[config.mk]
export PLATFORM = sky130hd
export DESIGN_NAME = imm_gen_pipe
export DESIGN_NICKNAME = d
export VERILOG_FILES = /design/src/rtl/imm_gen_pipe.sv
export SDC_FILE = /design/constraint.sdc
export NUM_CORES = 1
export LEC_CHECK = 0
export CORE_ASPECT_RATIO = 1.4
export CORE_MARGIN = 2
export CORE_UTILIZATION = 52
export CTS_BUF_LIST = sky130_fd_sc_hd__clkbuf_8
export CTS_CLUSTER_DIAMETER = 40
export DETAILED_ROUTE_END_ITERATION = 7
export GPL_TIMING_DRIVEN = 1
export PLACE_DENSITY = 0.83
export SLEW_MARGIN = 20
export SYNTH_ARGS = -nofsm -noshare
export SYNTH_HDL_FRONTEND = slang
export SYNTH_SLANG_ARGS = --single-unit
export TNS_END_PERCENT = 5
[constraint.sdc]
create_clock -name clk -period 4.9 [get_ports clk]
set_clock_uncertainty 0.1 [all_clocks]
set_input_delay 0.735 -clock clk [delete_from_list [all_inputs] [get_ports clk]]
set_output_delay 0.735 -clock clk [all_outputs]
set_load 0.02 [all_outputs]
[src/rtl/imm_gen_pipe.sv]
// Registered RISC-V immediate generator with a 2-entry output FIFO.
// Each entry carries the extended immediate, a sideband tag and an illegal-select flag.
module imm_gen_pipe #(
  parameter int XLEN      = 32,
  parameter int TAG_W     = 32,
  parameter int ERR_CNT_W = 8
) (
  input  logic                 clk,
  input  logic                 rst_n,
  input  logic                 flush,
  input  logic                 in_valid,
  output logic                 in_ready,
  input  logic [24:0]          in_instr,
  input  logic [2:0]           in_sel,
  input  logic [TAG_W-1:0]     in_tag,
  output logic                 out_valid,
  input  logic                 out_ready,
  output logic [XLEN-1:0]      out_imm,
  output logic [TAG_W-1:0]     out_tag,
  output logic                 out_err,
  output logic [ERR_CNT_W-1:0] err_cnt
);

  localparam logic [2:0] SEL_I = 3'b000;
  localparam logic [2:0] SEL_S = 3'b001;
  localparam logic [2:0] SEL_B = 3'b010;
  localparam logic [2:0] SEL_U = 3'b011;
  localparam logic [2:0] SEL_J = 3'b100;
  localparam logic [2:0] SEL_Z = 3'b101;

  // ins[k] holds instruction bit k+7; every format is first built as a signed
  // 32-bit value and then sign-extended to XLEN in one place.
  function automatic logic [XLEN-1:0] imm_ext(input logic [24:0] ins, input logic [2:0] sel);
    logic signed [31:0] v;
    case (sel)
      SEL_I:   v = {{20{ins[24]}}, ins[24:13]};
      SEL_S:   v = {{20{ins[24]}}, ins[24:18], ins[4:0]};
      SEL_B:   v = {{19{ins[24]}}, ins[24], ins[0], ins[23:18], ins[4:1], 1'b0};
      SEL_U:   v = {ins[24:5], 12'b0};
      SEL_J:   v = {{11{ins[24]}}, ins[24], ins[12:5], ins[13], ins[23:14], 1'b0};
      SEL_Z:   v = {27'b0, ins[12:8]};
      default: v = '0;
    endcase
    return XLEN'(v);
  endfunction

  function automatic logic is_illegal(input logic [2:0] sel);
    return sel[2] & sel[1];
  endfunction

  logic [XLEN-1:0]      w_imm_p0;
  logic                 w_err_p0;
  logic                 w_push;
  logic                 w_pop;
  logic [1:0]           r_count;
  logic [XLEN-1:0]      r_imm_p1;
  logic [TAG_W-1:0]     r_tag_p1;
  logic                 r_err_p1;
  logic [XLEN-1:0]      r_imm_p2;
  logic [TAG_W-1:0]     r_tag_p2;
  logic                 r_err_p2;
  logic [ERR_CNT_W-1:0] r_err_cnt;

  // Stage p0: combinational extraction from the incoming entry
  assign w_imm_p0 = imm_ext(in_instr, in_sel);
  assign w_err_p0 = is_illegal(in_sel);

  // Ready depends only on stored occupancy, never on out_ready.
  assign in_ready  = rst_n & (r_count != 2'd2);
  assign out_valid = (r_count != 2'd0);
  assign w_push    = in_valid & in_ready & ~flush;
  assign w_pop     = out_valid & out_ready;

  // Stage p1: head entry (drives the outputs) and occupancy/error state
  always_ff @(posedge clk) begin
    if (!rst_n) begin
      r_count   <= 2'd0;
      r_imm_p1  <= '0;
      r_tag_p1  <= '0;
      r_err_p1  <= 1'b0;
      r_err_cnt <= '0;
    end else begin
      if (flush) begin
        r_count <= 2'd0;
      end else begin
        case ({w_push, w_pop})
          2'b10:   r_count <= r_count + 2'd1;
          2'b01:   r_count <= r_count - 2'd1;
          default: r_count <= r_count;
        endcase
        if (w_push && ((r_count == 2'd0) || ((r_count == 2'd1) && w_pop))) begin
          r_imm_p1 <= w_imm_p0;
          r_tag_p1 <= in_tag;
          r_err_p1 <= w_err_p0;
        end else if (w_pop && (r_count == 2'd2)) begin
          r_imm_p1 <= r_imm_p2;
          r_tag_p1 <= r_tag_p2;
          r_err_p1 <= r_err_p2;
        end
      end
      if (w_push && w_err_p0 && (r_err_cnt != {ERR_CNT_W{1'b1}})) begin
        r_err_cnt <= r_err_cnt + 1'b1;
      end
    end
  end

  // Stage p2: second slot, only written when the head stays occupied
  always_ff @(posedge clk) begin
    if (w_push && (r_count == 2'd1) && !w_pop) begin
      r_imm_p2 <= w_imm_p0;
      r_tag_p2 <= in_tag;
      r_err_p2 <= w_err_p0;
    end
  end

  assign out_imm = r_imm_p1;
  assign out_tag = r_tag_p1;
  assign out_err = r_err_p1;
  assign err_cnt = r_err_cnt;

endmodule

### Word-level counts from Yosys, hierarchy flattened

Index checks and enable logic that the tools add are counted.

| operators by class | value |
|---|---|
| reductions and logical operators | 16 |
| $add $sub $neg | 3 |
| equality and inequality tests | 11 |
| multiplexer cells | 8 |
| bitwise logic cells | 7 |

Operators by type and width:

| operator | count |
|---|---|
| case mux 32 bit (6 select lines) | 1 |
| two-way mux 32 bit | 4 |
| adder 8 x 1 -> 8 bit (second input constant) | 1 |
| != test 8 bit (second input constant) | 1 |
| logical AND 1 bit | 7 |
| equality test 3 x 2 -> 1 bit (second input constant) | 2 |
| equality test 3 bit (second input constant) | 2 |
| nonzero test 2 bit | 3 |
| bitwise AND 1 bit | 5 |
| equality test 2 x 1 -> 1 bit (second input constant) | 2 |
| equality test 2 bit (second input constant) | 2 |
| case mux 2 bit (2 select lines) | 1 |
| equality test 3 x 1 -> 1 bit (second input constant) | 1 |
| zero test 3 bit | 1 |
| adder 2 x 1 -> 2 bit (second input constant) | 1 |
| zero test 2 bit | 1 |
| two-way mux 1 bit | 2 |
| != test 2 bit (second input constant) | 1 |
| inverter 1 bit | 2 |
| AND reduction 2 bit | 1 |
| OR reduction 2 bit | 1 |
| subtractor 2 x 1 -> 2 bit (second input constant) | 1 |
| zero test 1 bit | 1 |
| logical OR 1 bit | 1 |

| word-level totals | value |
|---|---|
| output and inout bits | 75 |
| flip-flop bits (word level) | 140 |

### Depth between registers and ports, before layout

| depth | value |
|---|---|
| depth after elaboration | 7 |
| gate-level depth with buffers | 10 |
| mapped depth without buffers | 8 |

### Least setup slack after synthesis

No wires, ideal clock.

| path | value |
|---|---|
| kind | in2reg |
| from | input rst_n |
| to | register r_err_p2, enable pin |
| required time | 4.311 ns |
| stages on the path | 5 |
| path slack | 0.377 ns |
| arrival time | 3.934 ns |
| buffers on the path | 2 |
| cell sequence | buf_6 and4bb_1 buf_6 nand2_1 nor2_1 |

| between the ends | value |
|---|---|
| longest elaborated chain between the ends | 5 |

Ends and longest elaborated chain:

| element | line | text |
|---|---|---|
| from (decl) | 9 | `input logic rst_n,` |
| bitwise AND 1 bit | 69 | `assign in_ready = rst_n & (r_count != 2'd2);` |
| bitwise AND 1 bit (2 in series) | 71 | `assign w_push = in_valid & in_ready & ~flush;` |
| logical AND 1 bit (2 in series) | 109 | `if (w_push && (r_count == 2'd1) && !w_pop) begin` |
| to (signal assigned) | 112 | `r_err_p2 <= w_err_p0;` |
| to (decl) | 61 | `logic r_err_p2;` |

Every way passes these cells.
A chain may end at the register's enable or synchronous reset.

### Worst setup path in the final report

| path | value |
|---|---|
| from | input rst_n |
| to | output in_ready |

| between the ends | value |
|---|---|
| longest elaborated chain between the ends | 1 |

Ends and longest elaborated chain:

| element | line | text |
|---|---|---|
| bitwise AND 1 bit | 69 |  |
| to (decl) | 12 | `output logic in_ready,` |

Every way passes these cells.

==> flow_summary.json <==
{
  "rr_endpoint": "out_tag[10]$_SDFFE_PN0P_",
  "synth.top_cell.area_share_pct": 32.6,
  "netlist_top_cells_count": "nand2_1, dfxtp_1, edfxtp_1, nor2_1, nor3_1",
  "crit_chain": "clkdlybuf4s50_1, buf_4, clkinv_1, nor2_1, clkdlybuf4s50_1",
  "wirelength_mm": 15.1,
  "synth-simple-area-share_pct": 15.7,
  "die_h_um": 131,
  "cts_tree": "yes",
  "syn-cell-area_um2": 5980,
  "rows": 46,
  "cts_root_buffer": "clkbuf_8",
  "synth_xor_area_share_pct": 0.732,
  "reg2regPathDepth": 7,
  "crit_fanout": 36,
  "start_util_pct": 53.1,
  "muxShareOfSynthArea_pct": 1.51,
  "synth_top_area_cell": "edfxtp_1",
  "hp-start": "out_imm[19]$_SDFFE_PN0P_",
  "ys_ff_latch": 140,
  "power_density_nw_per_um2": 323,
  "grt_pass1_wl_mm": 23.8,
  "clk_path_buf_depth": 2,
  "use_met2_pct": 43.7,
  "met3_usage_pct": 6.42,
  "synth_top_family_by_area": "compound AO/OA/AOI/OAI gates",
  "worstPathArrival_ns": 2.43,
  "slowest_stage": "clkdlybuf4s50_1",
  "postCtsSetupBuffers": 0,
  "synth_compound_area_share_pct": 18.6,
  "post-route-period-util_pct": 66.7,
  "synthCells": 562,
  "wl_per_cell_um": 18.1,
  "worst_pin_slew_ns": 1.04,
  "grt_max_degree": 53,
  "dr.pass1.iters": 7,
  "numClockSinks": 140,
  "path_class": "primary input to output pin",
  "hold_path.class": "register to register",
  "fin_util_pct": 69.2,
  "yosysMostFrequentCell": "nand2_1",
  "ioPinCount": 140,
  "drt_iter0_drc": 412,
  "gp_congestion": 0.875,
  "status": "complete, no violations",
  "grt-ovfl-total": 0,
  "viasPerCell": 5.86,
  "fp.dieW_um": 94.7,
  "fillCellCount": 861,
  "h-tree-depth": 4,
  "ys_seq_area_share_pct": 57.7,
  "synth_edf_count": 65,
  "synth_area_per_cell_um2": 10.6,
  "synth_ff_type": "dfxtp_1",
  "setup-violations-final": 0,
  "r2r_slack_ns": 2.03,
  "crit_path_start_kind": "primary input",
  "syn_nets": 632,
  "max_cap_viol_count": 0,
  "n_antenna_cell": 0,
  "area_growth_pct": 30.4,
  "holdPathStages": 2,
  "holdBufCountCts": 0,
  "numCtsBuffers": 17,
  "cp_data_required_time_ns": 4.07,
  "yosys_warnings": 0,
  "slowest_delay_ns": 0.62,
  "ir_worst_vdd_mv": 0.169,
  "hold_viol_final": 0,
  "p_leak_uw": 0.00274,
  "min_period_ns": 3.27,
  "drc_errors": 0,
  "rr_startpoint": "r_count[0]$_SDFFE_PP0P_",
  "synth_cell_types": 46,
  "crit_path_end_kind": "output pin",
  "min_to": "out_imm[19]$_SDFFE_PN0P_",
  "core_um2": 11300,
  "clock_latency_ns": 0.44,
  "setup_tns_ns": 0,
  "ys_async_sr_fraction_pct": 0,
  "post_cts_resized": 0,
  "slew_viol_final": 0,
  "fin_nets": 749,
  "busiest_layer": "met2",
  "grt_use_met1_pct": 29.1,
  "dieArea_um2": 12400,
  "vias": 4897,
  "hpwl_mm": 10.0,
  "yosys.area_share.adder_pct": 1.21,
  "fmax_mhz": 306,
  "antenna_found_initial": 0,
  "synthTopCellsByArea": "edfxtp_1, dfxtp_1, nand2_1",
  "grt_pass1_vias": 4854,
  "path_common_cell": "clkdlybuf4s50_1",
  "detail-route-antenna-nets": 0,
  "grt_usage_pct": 24.8,
  "grt_setup_unrepaired": "false",
  "clkTransAtPathRegs_ns": 0.08,
  "slew_headroom_pct": 30.4,
  "drive_above_1_share_pct": 9.39,
  "io_buffers": 139
}
==> layout by cell type (no fill, tap or decap), types with 11 or more instances in the layout <==
cell type        Yosys  routed
nor2_1              47      45
a21oi_1             19      19
a311oi_2            20      20
nor3_1              35      35
o32ai_1             24      24
a311oi_1            14      14
o2bb2ai_1           11      11
dfxtp_1             75      75
edfxtp_1            65      65
nand2_1            112     112
clkdlybuf4s50_1      0     139
clkbuf_8             0      18
==> registers in the layout, indices dropped and copies added, names as in the netlist <==
signal,flops
r_imm_p2,32
r_count,2
out_err,1
err_cnt,8
out_imm,32
r_tag_p2,32
r_err_p2,1
out_tag,32
==> worst max path at each step <==
stage                      from                       end  slack (ns)  cells past startpoint
after global routing      rst_n   out_tag[0]$_SDFFE_PN0P_        1.51                      8
after floorplan           rst_n        r_err_p2$_DFFE_PP_        0.38                      5
after global placement    rst_n   out_tag[9]$_SDFFE_PN0P_        1.30                      7
after detailed placement  rst_n  out_tag[10]$_SDFFE_PN0P_        1.21                      7
after CTS                 rst_n                  in_ready        1.61                      5
final                     rst_n                  in_ready        1.63                      5
==> layer usage <==
metal / vias up / share of wire (%) / wire [um]
met1: 2368 / 39 / 5870
met5: - / 0 / 0
met3: 18 / 7.7 / 1160
met4: 0 / 1.4 / 218
met2: 205 / 52 / 7890
li1: 2306 / - / -
==> area by class of cell <==
type / instances / area [um2] / share of cell area [%]
clock buffers: 18 / 248 / 3.17
clock inverters: 14 / 146 / 1.88
inverters: 9 / 33.8 / 0.433
multi-input cells: 364 / 2280 / 29.2
flip-flops and latches: 140 / 3450 / 44.3
well taps: 144 / 180 / 2.31
repair buffers: 147 / 1460 / 18.8
==> worst max-delay path: cells and delay by family <==
kind | cells | cell delay [ns]
buf+inv | 4 | 1.56
simple gates | 1 | 0.13
==> metrics by stage <==
stage          worst slack (ns)  hold WS [ns]  cell area (um2)  power (uW)  instances
2_1_floorplan             0.377         0.381             5980        1480        562
3_3_place_gp               1.30         0.359             7410        1630        804
3_5_place_dp               1.21         0.370             7410        1640        804
4_1_cts                    1.61         0.382             7800        2540        836
5_1_grt                    1.51         0.406             7800        2620        836
6_report                   1.63         0.381             7800        2520        836
==> power by group <==
group	switching, uW	internal [uW]
registers	17.6	1260
clock network	445	466
logic	184	156
total	647	1880
==> cells by family (layout without fill, tap and decap cells) <==
logic type | count (synthesis) | after routing
buffers and inverters | 58 | 188
multiplexers | 9 | 9
XOR/XNOR | 5 | 5
AND/OR/NAND/NOR | 219 | 219
flip-flops | 140 | 140
adder cells (fa/ha/maj) | 6 | 6
AO/OA/AOI/OAI | 125 | 125
Note: power is estimated with default switching activity, not from simulation.
